===== config.mk =====
export PLATFORM = sky130hd
export DESIGN_NAME = fifo_reader_flat
export DESIGN_NICKNAME = d
export VERILOG_FILES = /design/src/rtl/fifo_reader_if.sv /design/src/rtl/fifo_reader.sv /design/src/flat_wrapper.sv
export SDC_FILE = /design/constraint.sdc
export NUM_CORES = 1
export LEC_CHECK = 0
export CAP_MARGIN = 0
export CORE_MARGIN = 3
export CORE_UTILIZATION = 25
export CTS_BUF_LIST = sky130_fd_sc_hd__clkbuf_4 sky130_fd_sc_hd__clkbuf_8
export DETAILED_ROUTE_END_ITERATION = 16
export GPL_TIMING_DRIVEN = 0
export PLACE_DENSITY = 0.57
export SYNTH_ARGS = -nofsm -noshare
export SYNTH_HDL_FRONTEND = slang
export SYNTH_SLANG_ARGS = --single-unit

===== constraint.sdc =====
create_clock -name clk -period 2.1 [get_ports clk]
set_input_delay 0.63 -clock clk [delete_from_list [all_inputs] [get_ports clk]]
set_output_delay 0.63 -clock clk [all_outputs]
set_load 0.02 [all_outputs]

===== src/rtl/fifo_reader_if.sv =====
// FIFO read-port and payload-stream signals for fifo_reader.
// master is the drain engine, slave is the FIFO plus downstream environment.
interface fifo_reader_if #(
    parameter int unsigned DATA_WIDTH = 32
);
    logic [DATA_WIDTH-1:0] fifo_data;
    logic                  fifo_empty;
    logic                  fifo_read;
    logic [DATA_WIDTH-1:0] out_data;
    logic                  out_valid;
    logic                  out_last;
    logic                  out_ready;

    modport master (
        input  fifo_data, fifo_empty, out_ready,
        output fifo_read, out_data, out_valid, out_last
    );

    modport slave (
        output fifo_data, fifo_empty, out_ready,
        input  fifo_read, out_data, out_valid, out_last
    );
endinterface


===== src/rtl/fifo_reader.sv =====
// Drains length-prefixed packets from a show-ahead FIFO, strips the header and
// forwards the payload on a registered valid/ready stream with a last marker.
module fifo_reader #(
    parameter int unsigned DATA_WIDTH = 32,
    parameter int unsigned LEN_BITS   = 8,
    parameter int unsigned CNT_BITS   = 16
) (
    input  logic                clk,
    input  logic                reset,
    fifo_reader_if.master       bus,
    output logic                busy,
    output logic                err_zero_len,
    output logic [CNT_BITS-1:0] pkt_count
);
    typedef enum logic {StHdr, StPay} state_e;

    localparam logic [LEN_BITS-1:0] LenOne = LEN_BITS'(1);
    localparam logic [CNT_BITS-1:0] CntOne = CNT_BITS'(1);

    state_e                state_q, state_d;
    logic [LEN_BITS-1:0]   remaining_q, remaining_d;
    logic [DATA_WIDTH-1:0] out_data_q, out_data_d;
    logic                  out_valid_q, out_valid_d;
    logic                  out_last_q, out_last_d;
    logic                  err_q, err_d;
    logic [CNT_BITS-1:0]   pkt_count_q, pkt_count_d;
    logic                  pop;
    logic                  accept;
    logic [LEN_BITS-1:0]   len;

    always_comb begin
        // In PAY a pop is allowed only when the output register is free or draining.
        pop = !bus.fifo_empty &&
              (state_q == StHdr || (state_q == StPay && (!out_valid_q || bus.out_ready)));
        accept = out_valid_q && bus.out_ready;
        len    = bus.fifo_data[LEN_BITS-1:0];

        state_d     = state_q;
        remaining_d = remaining_q;
        out_data_d  = out_data_q;
        out_valid_d = out_valid_q;
        out_last_d  = out_last_q;
        err_d       = 1'b0;
        pkt_count_d = pkt_count_q;

        if (accept) begin
            out_valid_d = 1'b0;
            out_last_d  = 1'b0;
            if (out_last_q) begin
                pkt_count_d = pkt_count_q + CntOne;
            end
        end

        if (pop) begin
            unique case (state_q)
                StHdr: begin
                    if (len != '0) begin
                        remaining_d = len;
                        state_d     = StPay;
                    end else begin
                        err_d = 1'b1;
                    end
                end
                StPay: begin
                    out_data_d  = bus.fifo_data;
                    out_valid_d = 1'b1;
                    out_last_d  = (remaining_q == LenOne);
                    remaining_d = remaining_q - LenOne;
                    if (remaining_q == LenOne) begin
                        state_d = StHdr;
                    end
                end
                default: state_d = StHdr;
            endcase
        end
    end

    always_ff @(posedge clk or negedge reset) begin
        if (!reset) begin
            state_q     <= StHdr;
            remaining_q <= '0;
            out_data_q  <= '0;
            out_valid_q <= 1'b0;
            out_last_q  <= 1'b0;
            err_q       <= 1'b0;
            pkt_count_q <= '0;
        end else begin
            state_q     <= state_d;
            remaining_q <= remaining_d;
            out_data_q  <= out_data_d;
            out_valid_q <= out_valid_d;
            out_last_q  <= out_last_d;
            err_q       <= err_d;
            pkt_count_q <= pkt_count_d;
        end
    end

    assign bus.fifo_read = pop;
    assign bus.out_data  = out_data_q;
    assign bus.out_valid = out_valid_q;
    assign bus.out_last  = out_last_q;
    assign busy          = (state_q == StPay) || out_valid_q;
    assign err_zero_len  = err_q;
    assign pkt_count     = pkt_count_q;
endmodule


===== src/flat_wrapper.sv =====
// flat-port wrapper written by rule: the top's interface ports become plain ports
module fifo_reader_flat 
#(
    parameter int unsigned DATA_WIDTH = 32,
    parameter int unsigned LEN_BITS   = 8,
    parameter int unsigned CNT_BITS   = 16
)
  (clk, reset, busy, err_zero_len, pkt_count, bus_fifo_data, bus_fifo_empty, bus_out_ready, bus_fifo_read, bus_out_data, bus_out_valid, bus_out_last);
  fifo_reader_if #(.DATA_WIDTH(DATA_WIDTH)) bus_i ();
  input  logic clk;
  input  logic reset;
  output logic busy;
  output logic err_zero_len;
  output logic [CNT_BITS-1:0] pkt_count;
  input wire logic [$bits(bus_i.fifo_data)-1:0] bus_fifo_data;
  input wire logic [$bits(bus_i.fifo_empty)-1:0] bus_fifo_empty;
  input wire logic [$bits(bus_i.out_ready)-1:0] bus_out_ready;
  output wire logic [$bits(bus_i.fifo_read)-1:0] bus_fifo_read;
  output wire logic [$bits(bus_i.out_data)-1:0] bus_out_data;
  output wire logic [$bits(bus_i.out_valid)-1:0] bus_out_valid;
  output wire logic [$bits(bus_i.out_last)-1:0] bus_out_last;
  assign bus_i.fifo_data = bus_fifo_data;
  assign bus_i.fifo_empty = bus_fifo_empty;
  assign bus_i.out_ready = bus_out_ready;
  assign bus_fifo_read = bus_i.fifo_read;
  assign bus_out_data = bus_i.out_data;
  assign bus_out_valid = bus_i.out_valid;
  assign bus_out_last = bus_i.out_last;
  fifo_reader #(.DATA_WIDTH(DATA_WIDTH), .LEN_BITS(LEN_BITS), .CNT_BITS(CNT_BITS)) u_core (.clk(clk), .reset(reset), .bus(bus_i), .busy(busy), .err_zero_len(err_zero_len), .pkt_count(pkt_count));
endmodule

# --- Word level (Yosys, flattened, before mapping) ---
# Cells that the tools add are included.
totals:
  out_inout_bits: 53
  ff_bits: 60
op_classes:
  n_bitwise: 1
  n_reduce_logical: 12
  mux: 14
  n_eq_ne: 2
  add_sub_neg: 2
op_table:
  columns: ["cell", "count"]
  rows:
  - ["$add 16x1->16 const B", 1]
  - ["$pmux 8 s2", 1]
  - ["$mux 1", 11]
  - ["$eq 8x1->1 const B", 1]
  - ["$mux 8", 1]
  - ["$reduce_bool 8->1", 1]
  - ["$sub 8x1->8 const B", 1]
  - ["$reduce_and 2->1", 3]
  - ["$logic_and 1x1->1", 3]
  - ["$logic_or 1x1->1", 3]
  - ["$logic_not 1->1", 2]
  - ["$ne 2x2->1 const B", 1]
  - ["$pmux 1 s2", 1]
  - ["$not 1->1", 1]

# --- Depth between registers and ports, before layout ---
logic_depth:
  ltp_word: 6
  depth_mapped: 6

# --- Least setup slack after synthesis ---
# No wires, ideal clock.
synth_timing:
  path_type: "input -> register"
  start: "in bus_fifo_empty"
  end: "reg u_core.out_data_q[1] (netlist: u_core.bus.out_data[1])"
  setup_slack_ps: 281
  arrival_ps: 1695
  cell_stages: 4
  path_cell_list: "buf_2 -> nor3b_2 -> buf_2 -> mux2_2"
synth_via:
  elab_chain_len: 3
synth_lines:
  columns: ["element", "line_no", "source"]
  rows:
  - ["start: declaration", "flat_wrapper.sv:16", "input wire logic [$bits(bus_i.fifo_empty)-1:0] bus_fifo_empty;"]
  - ["$logic_not 1->1", "fifo_reader.sv:33", "pop = !bus.fifo_empty &&"]
  - ["$logic_and 1x1->1", "fifo_reader.sv:33", null]
  - ["$reduce_and 2->1 (no line)", null, null]
  - ["end signal: assignment", "fifo_reader.sv:90", "out_data_q <= out_data_d;"]
  - ["end: declaration", "fifo_reader.sv:22", "logic [DATA_WIDTH-1:0] out_data_q, out_data_d;"]
# No other way between the ends.
# A chain may end at the register's enable or synchronous reset.

# --- Worst setup path after layout ---
layout_timing:
  start: "reg u_core.state_q"
  end: "out busy"
layout_via:
  elab_chain_len: 1
layout_lines:
  columns: ["element", "line_no", "source"]
  rows:
  - ["start: declaration", "fifo_reader.sv:20", "state_e state_q, state_d;"]
  - ["start signal: assignment", "fifo_reader.sv:80", "state_q <= StHdr;"]
  - ["start signal: assignment", "fifo_reader.sv:88", "state_q <= state_d;"]
  - ["$logic_or 1x1->1", "fifo_reader.sv:102", "assign busy = (state_q == StPay) || out_valid_q;"]
  - ["end: declaration", "flat_wrapper.sv:12", "output logic busy;"]
# No other way between the ends.

==> key figures <==
Outcome
  – Status: finished with violations
  – Failing checks: negative setup slack

Yosys
  – Syn Area/Cell: 12.6 sq um
  – Post-Synthesis Net Count: 256
  – Post-synth EDFFs: 0
  – Ys async rst share: 100%
  – Post-synthesis mux area share: 14.3%
  – Sequential share of the synthesized area: 54.8%
  – Cell count after synthesis: 217
  – Post-synthesis compound-gate area fraction: 7.72%
  – Synth warn: 0
  – Distinct cells, synth: 38
  – Synthesized area: 2740 sq um
  – Main area contributors after synthesis: dfrtp_1 (55%), mux2_2 (14%), xnor2_1 (2.6%)
  – Yosys top cell area share: 54.8%
  – Adder-Cell Fraction of Synth Area: 1.37%
  – Ys flop type: dfrtp_1
  – Area leader, netlist: dfrtp_1
  – Largest family of logic cells by synthesized area: simple AND/OR/NAND/NOR gates
  – Synth Register Bits: 60
  – Post-synthesis simple-gate area fraction: 14.4%
  – XOR/XNOR share of the synthesized area: 4.80%

Power and ir drop
  – P_leak: 0.00180 uW
  – Max VDD drop: 496 uV
  – Pwr Total: 4240 uW
  – Cell area power density: 1050 nW/um^2

CTS
  – CTS tree: done
  – H-tree depth: 3
  – Clock Path Buffers: 2
  – Clock-pin slew on the worst setup and hold paths: 0.07 ns
  – Clock Root Buffer: clkbuf_8
  – Cts hold-fix bufs: 0
  – Clk Latency, worst-skew pair: 0.34 ns
  – Clk sink count: 60
  – Num CTS Buffers: 9

Detailed routing
  – Vias: 2,140
  – DRC viols: 0
  – Routed WL: 6.85 mm
  – DRT iter0 DRCs: 97
  – DR pass1 iterations: 4
  – Via density per instance: 4.66
  – Final ANT Viol Nets: 0
  – WL per Instance: 14.9 um

Setup path
  – RR Startpoint: u_core.state_q
  – Worst Path Required: 1.47 ns
  – Worst R2R Path Depth: 4
  – R2r setup slk: 0.19 ns
  – WS Path Type: reg -> out
  – Worst setup EP type: output pin
  – Worst Path Arrival: 1.47 ns
  – Crit Path Max Fanout: 11
  – Reg2reg end: u_core.bus.out_data[1]
  – Startpoint class of the critical path: register

Finish
  – Most common cell after layout, fill and taps aside: clkdlybuf4s50_1
  – Share of layout cells above drive strength 1: 24.5%
  – Most frequent cells in the layout: clkdlybuf4s50_1 (71), dfrtp_1 (59), mux2_2 (33)
  – Nets@finish: 357
  – Ant. Diodes: 0
  – Area Overhead vs Synth: 47.5%
  – Fillers: 1,008

STA
  – Slew Viols, Final: 0
  – Max Clk Rate: 475 MHz
  – Final setup fails: 1
  – Slew at the pin closest to its max-slew limit: 0.777 ns
  – Relative slew slack: 48.2%
  – Crit share post-route: 100%
  – RSZ-0062 raised after global routing: yes
  – Total negative slack: -0.00330 ns
  – Final worst slack: -0.00330 ns
  – Crit path time final: 2.10 ns
  – Final hold vios: 0
  – Worst hold slack: 0.360 ns
  – Clock skew: 0.00397 ns

Place
  – Global placement routability congestion: 0.758
  – DP HPWL: 4.89 mm
  – Port Buffers: 88
  – Pre-CTS setup slack: -0.638 ns

Floorplanning
  – IO Pins: 89
  – Die H: 111 um
  – Die area: 12,200 sq um
  – Starting Density: 26.1%
  – Core ar.: 10,500 sq um
  – Chip width: 111 um
  – Row cnt: 37

GRT
  – Antenna violations before repair: 0
  – Vias in the first global route: 2,220
  – Pin count of the biggest net entering global routing: 61
  – Grt ovf: 0
  – First-pass GRT wire length: 11.6 mm
  – All-Layer GR Usage: 11.8%

Hold path
  – Worst hold path class: in -> async

Run
  – Max_cap viols: 0
==> worst max-delay path by stage <==
stage,startpoint,endpoint,slack (ns),cells past startpoint
4_1_cts,u_core.state_q,busy,-0.07,4
5_1_grt,u_core.state_q,busy,-0.06,3
3_3_place_gp,reset,u_core.pkt_count[8],-1.69,1
6_report,u_core.state_q,busy,-0.003,3
3_5_place_dp,bus_out_ready,bus_fifo_read,-0.64,4
2_1_floorplan,bus_fifo_empty,u_core.bus.out_data[1],0.28,4
==> cell families (layout without fill, tap and decap cells) <==
family,Yosys count,in the layout
muxes,35,35
and+or+nand+nor,63,63
DFF,60,60
xor gates and xnor gates,15,15
buffers and inverters,13,119
AOI/OAI and AO/OA,28,28
adders and majority gates,3,3
==> critical path, cell delays in order, from the launching register on <==
cell     delay [ns]
dfrtp_2        0.50
buf_6          0.19
or2_2          0.29
buf_4          0.16
==> per-layer routing <==
layer	GRT usage [%]	vias up	wire [um]
met3	3.77	6	396
met1	15.4	1074	3090
met2	17.7	60	3270
met5	0	-	0
li1	-	1000	-
met4	5.42	0	96
==> final cells by class <==
type | instances | area [sq um] | share of cell area [%]
sequential | 60 | 1500 | 37.2
multi-input combinational | 144 | 1190 | 29.4
timing repair buffer | 91 | 920 | 22.8
tap | 136 | 170 | 4.21
clock buffer | 10 | 138 | 3.41
buffer | 7 | 61.3 | 1.52
clock inverter | 6 | 40.0 | 0.991
inverter | 5 | 18.8 | 0.465
==> report_power, final <==
group	leakage, uW	switching (uW)	internal (uW)
clock network	0.0000920	491	458
registers	0.000744	251	1440
logic	0.000961	749	859
total	0.00180	1490	2750
==> state kept, by name (all words and copies together) (netlist names) <==
name	cells
u_core.bus.out_data	32
u_core.remaining_q	8
u_core.state_q	1
u_core.bus.out_valid	1
u_core.bus.out_last	1
u_core.pkt_count	16
u_core.err_zero_len	1
==> Yosys cell counts (3+ instances only) <==
cell and instances:
dfrtp_1 60, mux2_2 33, nand2_1 9, nor2_1 9
nor3_1 9, o21ai_0 8, xnor2_1 8, nand3_1 7
xor2_1 7, o311ai_0 6, a21oi_1 5, a41oi_1 5
inv_1 5, nand4_1 5, nor4_1 4, buf_2 3
buf_4 3, ha_1 3, or2_2 3, or3b_2 3
or4_4 3
==> metrics by stage <==
step,instances,util (%),instance area [sq um]
detailed placement,441,36.0,3790
floorplan,217,-,2740
CTS,458,38.0,4000
global route,459,38.4,4040
finish,459,38.4,4040
global placement,441,36.1,3790
==> timing repair <==
| item | 4_1_cts | 5_1_grt |
|---|---|---|
| resized for setup | 21 | 17 |
| buffers inserted | 1 | 2 |
| pin swaps | 1 | 2 |
| endpoints found under the setup margin | 42 | 16 |
Note: power is estimated with default switching activity, not from simulation.
